## config.mk

```make
export PLATFORM = sky130hd
export DESIGN_NAME = match_sequencer
export DESIGN_NICKNAME = d
export VERILOG_FILES = /design/src/rtl/game_pkg.sv /design/src/rtl/key_edge_detect.sv /design/src/rtl/match_sequencer.sv
export SDC_FILE = /design/constraint.sdc
export NUM_CORES = 1
export LEC_CHECK = 0
export BUFFER_PORTS_ARGS = -buffer_cell sky130_fd_sc_hd__clkbuf_2
export CAP_MARGIN = 10
export CORE_UTILIZATION = 55
export DETAILED_ROUTE_END_ITERATION = 8
export PLACE_DENSITY = 0.85
export SLEW_MARGIN = 10
export SYNTH_ARGS = -nofsm -noshare
export SYNTH_HDL_FRONTEND = slang
export SYNTH_SLANG_ARGS = --single-unit
```

## constraint.sdc

```tcl
create_clock -name clk_25MHz -period 4.65 [get_ports clk_25MHz]
set_input_delay 0.93 -clock clk_25MHz [delete_from_list [all_inputs] [get_ports clk_25MHz]]
set_output_delay 0.93 -clock clk_25MHz [all_outputs]
set_load 0.02 [all_outputs]
```

## src/rtl/game_pkg.sv

```systemverilog
// ---------------------------------------------------------------------------
// game_pkg
// Shared types and constants for the match sequencing logic.
//   match_state_t : round/match controller states
//   scene_t       : background scene select encoding
//   KEY_ENTER     : USB HID keycode for Enter (start / continue)
//   KEY_P         : USB HID keycode for 'P' (pause toggle, optional build)
//   wins_inc      : saturating increment for the 2-bit round-win counters
// ---------------------------------------------------------------------------
package game_pkg;

   typedef enum logic [2:0] {
      M_START,
      M_READY,
      M_FIGHT,
      M_KO,
      M_OVER
   } match_state_t;

   typedef enum logic [1:0] {
      SCENE_WELCOME = 2'd0,
      SCENE_ARENA   = 2'd1,
      SCENE_OVER    = 2'd2
   } scene_t;

   localparam logic [7:0] KEY_ENTER     = 8'h28;
   localparam logic [7:0] KEY_P         = 8'h13;
   localparam int         NUM_KEY_SLOTS = 4;

   // Win counters are 2 bits wide and stop at 3 rather than wrapping.
   function automatic logic [1:0] wins_inc(input logic [1:0] wins);
      return (wins == 2'd3) ? wins : wins + 2'd1;
   endfunction

endpackage

```

## src/rtl/key_edge_detect.sv

```systemverilog
// ---------------------------------------------------------------------------
// key_edge_detect
// Scans the USB key slots for one keycode and flags the press edge.
//   clk   in  system clock
//   srst  in  synchronous active-high reset
//   keys  in  NUM_KEY_SLOTS x 8-bit current key slots
//   rise  out one-cycle pulse when KEY first appears in any slot
// The "seen last cycle" history is registered; rise is formed from the live
// slot match against that history so the controller can react with a single
// cycle of latency. A key held down never produces a second pulse.
// ---------------------------------------------------------------------------
module key_edge_detect
   import game_pkg::*;
#(
   parameter logic [7:0] KEY = KEY_ENTER
) (
   input  logic                          clk,
   input  logic                          srst,
   input  logic [NUM_KEY_SLOTS-1:0][7:0] keys,
   output logic                          rise
);

   logic [NUM_KEY_SLOTS-1:0] slot_hit;
   logic                     hit_now;
   logic                     hit_q;
   logic                     hit_d;

   for (genvar gi = 0; gi < NUM_KEY_SLOTS; gi++) begin : g_slot
      assign slot_hit[gi] = (keys[gi] == KEY);
   end

   assign hit_now = |slot_hit;
   assign rise    = hit_now & ~hit_q;

   always_comb begin
      hit_d = hit_now;
   end

   always_ff @(posedge clk) begin
      if (srst) begin
         hit_q <= 1'b0;
      end else begin
         hit_q <= hit_d;
      end
   end

endmodule

```

## src/rtl/match_sequencer.sv

```systemverilog
// ---------------------------------------------------------------------------
// match_sequencer
// Round/match controller: welcome -> countdown -> fight -> KO hold -> over.
// Ports:
//   clk_25MHz          in   pixel/system clock
//   Reset              in   synchronous active-high reset
//   keycode..keycode3  in   USB key slots (8 bits each)
//   frame_tick         in   one pulse per frame
//   healthL, healthR   in   accumulated damage per player
//   scene              out  0=welcome 1=arena 2=over
//   startscreen/fighting/ending out one-hot state summary
//   freeze_players     out  inhibit movement and attacks
//   round_reset        out  one-cycle pulse clearing health and positions
//   deathL, deathR     out  round (or match) loser flags
//   countdown          out  seconds left in the pre-round countdown
//   round_time         out  seconds left in the fight
//   winsL, winsR       out  rounds won this match
//   paused             out  (only with MATCH_PAUSE_EN) fight is paused
// Optional build macro: MATCH_PAUSE_EN adds a 'P' pause toggle in FIGHT.
// All outputs come straight from flops.
// ---------------------------------------------------------------------------
module match_sequencer
   import game_pkg::*;
#(
   parameter int          FRAMES_PER_SEC    = 60,
   parameter int          ROUND_SECONDS     = 99,
   parameter int          COUNTDOWN_SECONDS = 3,
   parameter int          KO_HOLD_FRAMES    = 120,
   parameter int          ROUNDS_TO_WIN     = 2,
   parameter int          DEATH_THRESH      = 192,
   parameter logic [7:0]  ENTER_KEY         = KEY_ENTER
) (
   input  logic       clk_25MHz,
   input  logic       Reset,
   input  logic [7:0] keycode,
   input  logic [7:0] keycode1,
   input  logic [7:0] keycode2,
   input  logic [7:0] keycode3,
   input  logic       frame_tick,
   input  logic [7:0] healthL,
   input  logic [7:0] healthR,
   output logic [1:0] scene,
   output logic       startscreen,
   output logic       fighting,
   output logic       ending,
   output logic       freeze_players,
   output logic       round_reset,
   output logic       deathL,
   output logic       deathR,
   output logic [1:0] countdown,
   output logic [6:0] round_time,
   output logic [1:0] winsL,
`ifdef MATCH_PAUSE_EN
   output logic [1:0] winsR,
   output logic       paused
`else
   output logic [1:0] winsR
`endif
);

   localparam int FW = $clog2(FRAMES_PER_SEC + 1);
   localparam int HW = $clog2(KO_HOLD_FRAMES + 1);

   logic [NUM_KEY_SLOTS-1:0][7:0] key_slots;
   logic enter_rise;
   logic sec_tick;
   logic ko_l, ko_r;

   match_state_t state_q, state_d;
   scene_t       scene_q, scene_d;
   logic [FW-1:0] frame_q, frame_d;
   logic [HW-1:0] hold_q, hold_d;
   logic [1:0] countdown_q, countdown_d;
   logic [6:0] round_time_q, round_time_d;
   logic [1:0] wins_l_q, wins_l_d, wins_r_q, wins_r_d;
   logic death_l_q, death_l_d, death_r_q, death_r_d;
   logic round_reset_q, round_reset_d;
   logic startscreen_q, startscreen_d, fighting_q, fighting_d;
   logic ending_q, ending_d, freeze_q, freeze_d;
   logic pause_q, pause_d;

   assign key_slots = {keycode3, keycode2, keycode1, keycode};

   key_edge_detect #(.KEY(ENTER_KEY)) u_enter_edge (
      .clk  (clk_25MHz),
      .srst (Reset),
      .keys (key_slots),
      .rise (enter_rise)
   );

`ifdef MATCH_PAUSE_EN
   logic p_rise;

   key_edge_detect #(.KEY(KEY_P)) u_pause_edge (
      .clk  (clk_25MHz),
      .srst (Reset),
      .keys (key_slots),
      .rise (p_rise)
   );

   // Pause only lives inside FIGHT; looking at the next state clears it in
   // the same cycle the fight ends (including a KO while paused).
   always_comb begin
      pause_d = pause_q;
      if (state_d != M_FIGHT) begin
         pause_d = 1'b0;
      end else if (p_rise) begin
         pause_d = ~pause_q;
      end
   end

   always_ff @(posedge clk_25MHz) begin
      if (Reset) begin
         pause_q <= 1'b0;
      end else begin
         pause_q <= pause_d;
      end
   end

   assign paused = pause_q;
`else
   assign pause_q = 1'b0;
   assign pause_d = 1'b0;
`endif

   // A paused fight stalls the frame counter, so no seconds elapse.
   assign sec_tick = frame_tick & ~pause_q & (frame_q == FW'(FRAMES_PER_SEC - 1));
   assign ko_l     = (healthL >= 8'(DEATH_THRESH));
   assign ko_r     = (healthR >= 8'(DEATH_THRESH));

   always_comb begin
      state_d       = state_q;
      countdown_d   = countdown_q;
      round_time_d  = round_time_q;
      wins_l_d      = wins_l_q;
      wins_r_d      = wins_r_q;
      death_l_d     = death_l_q;
      death_r_d     = death_r_q;
      round_reset_d = 1'b0;

      case (state_q)
         M_START: begin
            if (enter_rise) begin
               state_d       = M_READY;
               wins_l_d      = 2'd0;
               wins_r_d      = 2'd0;
               death_l_d     = 1'b0;
               death_r_d     = 1'b0;
               countdown_d   = 2'(COUNTDOWN_SECONDS);
               round_reset_d = 1'b1;
            end
         end
         M_READY: begin
            if (sec_tick) begin
               if (countdown_q == 2'd1) begin
                  state_d      = M_FIGHT;
                  countdown_d  = 2'd0;
                  round_time_d = 7'(ROUND_SECONDS);
               end else begin
                  countdown_d = countdown_q - 2'd1;
               end
            end
         end
         M_FIGHT: begin
            if (ko_l || ko_r) begin
               // KO wins over a simultaneous timeout; a double KO scores nobody.
               state_d   = M_KO;
               death_l_d = ko_l;
               death_r_d = ko_r;
               if (ko_r && !ko_l) wins_l_d = wins_inc(wins_l_q);
               if (ko_l && !ko_r) wins_r_d = wins_inc(wins_r_q);
            end else if (sec_tick) begin
               if (round_time_q == 7'd1) begin
                  // Timeout: the player with less damage takes the round.
                  state_d      = M_KO;
                  round_time_d = 7'd0;
                  death_l_d    = (healthL >= healthR);
                  death_r_d    = (healthR >= healthL);
                  if (healthL < healthR) wins_l_d = wins_inc(wins_l_q);
                  if (healthR < healthL) wins_r_d = wins_inc(wins_r_q);
               end else if (round_time_q != 7'd0) begin
                  round_time_d = round_time_q - 7'd1;
               end
            end
         end
         M_KO: begin
            if (frame_tick && (hold_q == HW'(KO_HOLD_FRAMES - 1))) begin
               if ((wins_l_q == 2'(ROUNDS_TO_WIN)) || (wins_r_q == 2'(ROUNDS_TO_WIN))) begin
                  state_d   = M_OVER;
                  death_l_d = (wins_r_q > wins_l_q);
                  death_r_d = (wins_l_q > wins_r_q);
               end else begin
                  state_d       = M_READY;
                  death_l_d     = 1'b0;
                  death_r_d     = 1'b0;
                  countdown_d   = 2'(COUNTDOWN_SECONDS);
                  round_reset_d = 1'b1;
               end
            end
         end
         M_OVER: begin
            if (enter_rise) begin
               state_d   = M_START;
               death_l_d = 1'b0;
               death_r_d = 1'b0;
            end
         end
         default: state_d = M_START;
      endcase

      // Frame and KO-hold counters restart on every state change so each
      // state measures its own time from entry.
      frame_d = frame_q;
      if (state_d != state_q) begin
         frame_d = '0;
      end else if (frame_tick && !pause_q) begin
         frame_d = sec_tick ? '0 : frame_q + FW'(1);
      end

      hold_d = hold_q;
      if (state_d != state_q) begin
         hold_d = '0;
      end else if ((state_q == M_KO) && frame_tick) begin
         hold_d = hold_q + HW'(1);
      end

      // Output decode from the next state so the summaries are registered.
      scene_d       = SCENE_ARENA;
      startscreen_d = 1'b0;
      fighting_d    = 1'b0;
      ending_d      = 1'b0;
      freeze_d      = 1'b1;
      case (state_d)
         M_START: begin
            scene_d       = SCENE_WELCOME;
            startscreen_d = 1'b1;
         end
         M_FIGHT: begin
            fighting_d = 1'b1;
            freeze_d   = pause_d;
         end
         M_OVER: begin
            scene_d  = SCENE_OVER;
            ending_d = 1'b1;
         end
         default: fighting_d = 1'b1;
      endcase
   end

   always_ff @(posedge clk_25MHz) begin
      if (Reset) begin
         state_q       <= M_START;
         scene_q       <= SCENE_WELCOME;
         frame_q       <= '0;
         hold_q        <= '0;
         countdown_q   <= 2'd0;
         round_time_q  <= 7'd0;
         wins_l_q      <= 2'd0;
         wins_r_q      <= 2'd0;
         death_l_q     <= 1'b0;
         death_r_q     <= 1'b0;
         round_reset_q <= 1'b0;
         startscreen_q <= 1'b1;
         fighting_q    <= 1'b0;
         ending_q      <= 1'b0;
         freeze_q      <= 1'b1;
      end else begin
         state_q       <= state_d;
         scene_q       <= scene_d;
         frame_q       <= frame_d;
         hold_q        <= hold_d;
         countdown_q   <= countdown_d;
         round_time_q  <= round_time_d;
         wins_l_q      <= wins_l_d;
         wins_r_q      <= wins_r_d;
         death_l_q     <= death_l_d;
         death_r_q     <= death_r_d;
         round_reset_q <= round_reset_d;
         startscreen_q <= startscreen_d;
         fighting_q    <= fighting_d;
         ending_q      <= ending_d;
         freeze_q      <= freeze_d;
      end
   end

   assign scene          = scene_q;
   assign startscreen    = startscreen_q;
   assign fighting       = fighting_q;
   assign ending         = ending_q;
   assign freeze_players = freeze_q;
   assign round_reset    = round_reset_q;
   assign deathL         = death_l_q;
   assign deathR         = death_r_q;
   assign countdown      = countdown_q;
   assign round_time     = round_time_q;
   assign winsL          = wins_l_q;
   assign winsR          = wins_r_q;

endmodule

```

==> impl_metrics.env, run 1 <==
export IMPL_fmax_ghz=0.3715
export IMPL_setup_viol=0
export IMPL_tightest_slew_ps=643.4
export IMPL_fp_dieH_um=67.75
export IMPL_placed_area_um2=2735
export IMPL_end_kind="flop"
export IMPL_synth_area_um2=2377
export IMPL_ys_flop_type="dfxtp_1"
export IMPL_layout_commonest_cell="clkbuf_2"
export IMPL_finClkSkew_ps=8.802
export IMPL_crit_slowest_cell="a41oi_1"
export IMPL_port_buffers=72
export IMPL_first_global_vias=2124
export IMPL_core_um2=4086
export IMPL_grt_util_met1_pct=29.32
export IMPL_top_usage_layer="met2"
export IMPL_critPathKind="primary input to flop"
export IMPL_grtUsageTotal_pct=25.08
export IMPL_synth_fa_ha_area_share_pct=10.53
export IMPL_status="completed"
export IMPL_yosysWarningCount=0
export IMPL_worst_path_max_fanout=13
export IMPL_rr_worst_depth=6
export IMPL_postRouteAntennaNets=0
export IMPL_syn_to_final_growth_pct=19.32
export IMPL_fin_setup_tns_ps=0
export IMPL_slew_violations=0
export IMPL_synthCells=288
export IMPL_p_leak_nw=1.210
export IMPL_startpoint_type="primary input"
export IMPL_cp_startpoint="keycode2[1]"
export IMPL_worst_slack_ps=1958
export IMPL_path_cells="clkbuf_2 > nor4b_1 > nand2_1 > a41oi_1 > a211oi_1 > o2111ai_2 > nor2_1"
export IMPL_grt_ovfl_total=0
export IMPL_antenna_found_initial=0
export IMPL_met2_usage_pct=43.56
export IMPL_avgSynthCellArea_um2=8.254
export IMPL_nets=427
export IMPL_rsz0062_at_grt="no"
export IMPL_gp_congestion=0.8820
export IMPL_cts_setup_buffers=0
export IMPL_synth_nets=359
export IMPL_muxShareOfSynthArea_pct=1.316
export IMPL_clock_sinks=37
export IMPL_wl_per_cell_um=12.98
export IMPL_post_cts_resized=0
export IMPL_regArea_um2=740.7
export IMPL_grtUsageMet3_pct=6.250
export IMPL_layout_common_cells="clkbuf_2, dfxtp_1, nor2_1"
export IMPL_row_count=23
export IMPL_cts_clk_slew_worst_paths_ps=70
export IMPL_relSlewSlack_pct=56.54
export IMPL_r2r_slack_ps=2190
export IMPL_synthXorXnorAreaFrac_pct=3.684
export IMPL_r2r_start="state_q[1]$_SDFF_PP0_"
export IMPL_wl_mm=5.281
export IMPL_fill_cells=343
export IMPL_ys_ff_latch=37
export IMPL_grt_start_max_net_pins=25
export IMPL_arrival_ps=2850
export IMPL_fin_area_um2=2836
export IMPL_clock_path_buffers=2
export IMPL_vdd_ir_drop_max_mv=0.1771
export IMPL_start_util_pct=58.18
export IMPL_netlist_cell_type_count=57
export IMPL_synth_compound_area_share_pct=19.47
export IMPL_place_ws_ps=1620
export IMPL_cts_buffers_inserted=5
export IMPL_async_flop_share_pct=0
export IMPL_cp_required_ps=4810
export IMPL_hold_viol_final=0
export IMPL_crit_end="hold_q[5]$_SDFFE_PP0P_"
export IMPL_min_path_type="flop to flop"
export IMPL_worstSkewPairLatency_ps=300
export IMPL_hold_buffers=0
export IMPL_htreeDepth=2
export IMPL_diodes=0
export IMPL_fin_crit_sh_pct=57.89
export IMPL_power_density_nw_per_um2=225.1
export IMPL_cpPeakStageDelay_ps=580
export IMPL_drive_gt1_share_pct=25.21
export IMPL_dp_cells=399
export IMPL_final_cells=407
export IMPL_synth_top_family_by_area="simple AND/OR/NAND/NOR gates"
export IMPL_ys_seq_area_share_pct=31.16
export IMPL_routed_via_density=5.722
export IMPL_ios=73
export IMPL_cts_tree="built"
export IMPL_die_area_um2=4589
export IMPL_drc_errors=0
export IMPL_drt_iter0_markers=111
export IMPL_synth_simple_area_share_pct=27.79
export IMPL_die_w_um=67.75
export IMPL_multi_input_area_um2=1493
export IMPL_dr_pass1_iters=4
export IMPL_num_vias=2329
export IMPL_hpwl_mm=4.096
export IMPL_cts_root_buffer="clkbuf_8"
export IMPL_maxCapViolCount=0
export IMPL_synth_edf_count=0
export IMPL_grt_first_pass_wirelength_mm=8.673
export IMPL_r2r_end="round_time[6]$_SDFFE_PP0P_"
export IMPL_min_period_ps=2692
stage by stage:
step / hold slack [ps] / total power, mW / utilization (%)
CTS: 492.6 / 0.6389 / 69.41
global placement: 476.3 / 0.3949 / 66.93
global route: 544.5 / 0.6636 / 69.41
floorplan: 462.5 / 0.3675 / -
finish: 491.4 / 0.6385 / 69.41
detailed placement: 482.1 / 0.3974 / 66.93
how the worst min path moves through the flow:
stage,slack [ps],to,cells past startpoint,from
2_1_floorplan,460,frame_q[1]$_SDFFE_PP0P_,2,frame_q[1]$_SDFFE_PP0P_
3_3_place_gp,480,frame_q[1]$_SDFFE_PP0P_,2,frame_q[1]$_SDFFE_PP0P_
3_5_place_dp,480,round_time[5]$_SDFFE_PP0P_,2,round_time[5]$_SDFFE_PP0P_
4_1_cts,490,round_time[5]$_SDFFE_PP0P_,2,round_time[5]$_SDFFE_PP0P_
5_1_grt,540,frame_q[1]$_SDFFE_PP0P_,2,frame_q[1]$_SDFFE_PP0P_
6_report,490,round_time[5]$_SDFFE_PP0P_,2,round_time[5]$_SDFFE_PP0P_
per-layer routing:
layer | up-vias | part of all wire [%]
met5 | - | 0
met4 | 0 | 1.7
met3 | 11 | 6.4
met2 | 77 | 47
met1 | 1058 | 45
li1 | 1183 | -
flip-flops by register name, indices dropped and copies added, names as in the netlist, 2 cells and up:
| name | flops |
|---|---|
| hold_q | 7 |
| round_time | 7 |
| frame_q | 6 |
| state_q | 3 |
| countdown | 2 |
| winsL | 2 |
| winsR | 2 |
cell type report:
| class | count | area share (%) |
|---|---|---|
| multi-input combinational | 219 | 52.62 |
| clock buffer | 7 | 3.397 |
| timing repair buffer | 72 | 12.70 |
| tap | 50 | 2.206 |
| inverter | 21 | 2.779 |
| sequential | 37 | 26.11 |
| clock inverter | 1 | 0.1764 |
synthesized netlist by cell type (all sizes together) (3+ instances only):
| library cell | instances | share of area, % |
|---|---|---|
| dfxtp | 37 | 31 |
| nor2 | 35 | 5.5 |
| nand2 | 25 | 4.3 |
| inv | 21 | 3.3 |
| ha | 20 | 11 |
| o21ai | 16 | 3.4 |
| a21oi | 13 | 2.7 |
| nor4b | 8 | 2.9 |
| nand4 | 7 | 1.8 |
| nor3 | 7 | 1.5 |
| xor2 | 7 | 2.6 |
| clkbuf | 6 | 0.95 |
| nand3 | 6 | 1.3 |
| nor2b | 6 | 1.6 |
| a211oi | 5 | 1.6 |
| buf | 5 | 1.8 |
| nand2b | 5 | 1.6 |
| or4 | 5 | 1.7 |
| a31oi | 4 | 1.1 |
| nor4 | 4 | 1.3 |
| o21a | 4 | 1.3 |
| or3 | 4 | 1.1 |
| a311oi | 3 | 1.1 |
| o211ai | 3 | 0.95 |
| xnor2 | 3 | 1.1 |
cells by family (layout without fill, tap and decap cells):
group                    after synthesis  count (layout)
adder cells (fa/ha/maj)               20              20
AO/OA/AOI/OAI                         65              65
AND/OR/NAND/NOR                      121             121
buffers and inverters                 32             101
multiplexers                           3               3
XOR/XNOR                              10              10
flip-flops                            37              37
where the power goes:
part           internal, mW  switching [mW]  total [mW]
registers             0.320         0.00236       0.322
clock network         0.134           0.114       0.248
logic                0.0330          0.0355      0.0685
worst max-delay path, delay by kind of cell:
kind / cells / cell delay, ps
AND/OR/NAND/NOR: 3 / 520
buffers and inverters: 1 / 80
AO/OA/AOI/OAI: 3 / 1320
Power figures use the tool's default switching activity.
==> run 2: changes to the inputs <==
--- a/config.mk
+++ b/config.mk
@@ -7,9 +7,9 @@
 export LEC_CHECK = 0
 export BUFFER_PORTS_ARGS = -buffer_cell sky130_fd_sc_hd__clkbuf_2
 export CAP_MARGIN = 10
-export CORE_UTILIZATION = 55
+export CORE_UTILIZATION = 52
 export DETAILED_ROUTE_END_ITERATION = 8
-export PLACE_DENSITY = 0.85
+export PLACE_DENSITY = 0.81
 export SLEW_MARGIN = 10
 export SYNTH_ARGS = -nofsm -noshare
 export SYNTH_HDL_FRONTEND = slang
==> constraint.sdc (replaced) <==
create_clock -name clk_25MHz -period 2.8 [get_ports clk_25MHz]
set_input_delay 0.56 -clock clk_25MHz [delete_from_list [all_inputs] [get_ports clk_25MHz]]
set_output_delay 0.56 -clock clk_25MHz [all_outputs]
set_load 0.02 [all_outputs]
==> run 2 against run 1 <==
  * Global-route usage shrank 2.2 points
  * Utilization is 4.0 points lower
  * Non-clock buffer count rose by 4
  * Die area grew 5.6%
  * Clock power is 65% higher
  * Worst setup slack worse by 1300 ps
  * Critical endpoint is now frame_q[3]$_SDFFE_PP0P_
==> impl_metrics.env, run 2 (same netlist as run 1, synthesis figures left out) <==
export IMPL_postRouteAntennaNets=0
export IMPL_setup_viol=0
export IMPL_min_path_type="flop to flop"
export IMPL_cp_required_ps=2980
export IMPL_drive_gt1_share_pct=26.04
export IMPL_die_area_um2=4846
export IMPL_antenna_found_initial=0
export IMPL_die_w_um=69.62
export IMPL_power_density_nw_per_um2=368.9
export IMPL_wl_mm=5.349
export IMPL_p_leak_nw=1.231
export IMPL_path_cells="or4_4 > nor4_2 > o21a_1 > a211oi_1 > o2111ai_2 > buf_4 > nor3_1"
export IMPL_grt_ovfl_total=0
export IMPL_final_core_util_pct=65.44
export IMPL_fin_crit_sh_pct=77.89
export IMPL_r2r_end="frame_q[3]$_SDFFE_PP0P_"
export IMPL_rsz0062_at_grt="no"
export IMPL_port_buffers=72
export IMPL_power_frac_comb_pct=10.9
export IMPL_wl_per_cell_um=12.95
export IMPL_r2r_start="round_time[2]$_SDFFE_PP0P_"
export IMPL_final_cells=413
export IMPL_dp_cells=405
export IMPL_syn_to_final_growth_pct=20.68
export IMPL_hold_viol_final=0
export IMPL_tightest_slew_ps=497.8
export IMPL_grt_first_pass_wirelength_mm=9.032
export IMPL_cts_clk_slew_worst_paths_ps=70
export IMPL_slew_violations=0
export IMPL_diodes=0
export IMPL_worstSkewPairLatency_ps=300
export IMPL_clock_path_buffers=2
export IMPL_cts_setup_buffers=0
export IMPL_p_total_mw=1.058
export IMPL_status="completed"
export IMPL_place_ws_ps=495.4
export IMPL_critPathKind="flop to flop"
export IMPL_p_clk_share_pct=38.6
export IMPL_layout_commonest_cell="clkbuf_2"
export IMPL_internal_power_mw=0.8092
export IMPL_cpPeakStageDelay_ps=590
export IMPL_crit_slowest_cell="or4_4"
export IMPL_hpwl_mm=4.100
export IMPL_fin_setup_tns_ps=0
export IMPL_ios=73
export IMPL_relSlewSlack_pct=66.74
export IMPL_fmax_ghz=0.4585
export IMPL_worstHoldStart="frame_q[1]$_SDFFE_PP0P_"
export IMPL_p_switching_mw=0.2490
export IMPL_whs_path_depth=2
export IMPL_r2r_slack_ps=620
export IMPL_hold_buffers=0
export IMPL_worst_slack_ps=619.2
export IMPL_first_global_vias=2170
export IMPL_routed_via_density=5.656
export IMPL_end_kind="flop"
export IMPL_grt_start_max_net_pins=25
export IMPL_drt_iter0_markers=144
export IMPL_clock_sinks=37
export IMPL_start_util_pct=54.22
export IMPL_min_period_ps=2181
export IMPL_cts_buffers_inserted=5
export IMPL_row_count=24
export IMPL_nets=431
export IMPL_rr_worst_depth=7
export IMPL_drc_errors=0
export IMPL_cts_tree="built"
export IMPL_p_sw_share_pct=23.53
export IMPL_core_um2=4384
export IMPL_holdPathEnd="frame_q[1]$_SDFFE_PP0P_"
export IMPL_startpoint_type="flop"
export IMPL_finClkSkew_ps=7.370
export IMPL_vdd_ir_drop_max_mv=0.3273
export IMPL_maxCapViolCount=0
export IMPL_worst_path_max_fanout=13
export IMPL_arrival_ps=2360
export IMPL_layout_common_cells="clkbuf_2, dfxtp_1, nor2_1"
export IMPL_cts_root_buffer="clkbuf_8"
export IMPL_gp_congestion=0.8155
export IMPL_dr_pass1_iters=4
export IMPL_post_cts_resized=0
export IMPL_num_vias=2336
export IMPL_fp_dieH_um=69.62
export IMPL_grtUsageTotal_pct=22.84
export IMPL_seq_power_share_pct=50.5
export IMPL_htreeDepth=2
## run 2: cell count changes in the layout (fill, tap and decap cells not counted), sizes merged
| cell | change |
|---|---|
| buf | +4 |
## run 2: cell type report
cell class,instances,area (um2)
fillers,403,1515
multi-input cells,219,1493
flip-flops and latches,37,740.7
repair buffers,76,390.4
clock buffers,7,96.34
inverters,21,78.83
well taps,52,65.06
clock inverters,1,5.005
## run 2: power by group through the flow
stage | clock network (mW) | registers [mW] | logic, mW
6_report | 0.408 | 0.535 | 0.115
5_1_grt | 0.438 | 0.535 | 0.129
4_1_cts | 0.416 | 0.535 | 0.115
3_5_place_dp | 0 | 0.547 | 0.114
3_3_place_gp | 0 | 0.546 | 0.112
2_1_floorplan | 0 | 0.548 | 0.0624
## run 2: critical path, delay by kind of cell (launching register included)
family	cells	cell delay [ps]
AO/OA/AOI/OAI	3	480
buffers and inverters	1	220
flip-flops	1	350
AND/OR/NAND/NOR	3	1010
## run 2: worst max path at each step
stage,from,to
floorplan,countdown[0]$_SDFFE_PP0P_,round_time[6]$_SDFFE_PP0P_
global placement,keycode3[4],frame_q[3]$_SDFFE_PP0P_
detailed placement,frame_tick,round_time[6]$_SDFFE_PP0P_
CTS,round_time[2]$_SDFFE_PP0P_,frame_q[3]$_SDFFE_PP0P_
global route,round_time[2]$_SDFFE_PP0P_,frame_q[3]$_SDFFE_PP0P_
finish,round_time[2]$_SDFFE_PP0P_,frame_q[3]$_SDFFE_PP0P_
## run 2: layer usage
metal / wire, um / global-route usage (%) / vias up
met4: 85 / 9.111 / 0
met2: 2521 / 41.21 / 95
met1: 2344 / 26.14 / 1049
li1: - / - / 1181
met5: 0 / 0 / -
met3: 398 / 4.797 / 11
## run 2: metrics by stage
stage          instance area (um2)  hold WS (ps)
6_report                      2869         502.0
5_1_grt                       2869         528.2
4_1_cts                       2869         500.6
3_5_place_dp                  2768         486.5
3_3_place_gp                  2768         478.2
2_1_floorplan                 2377         462.5
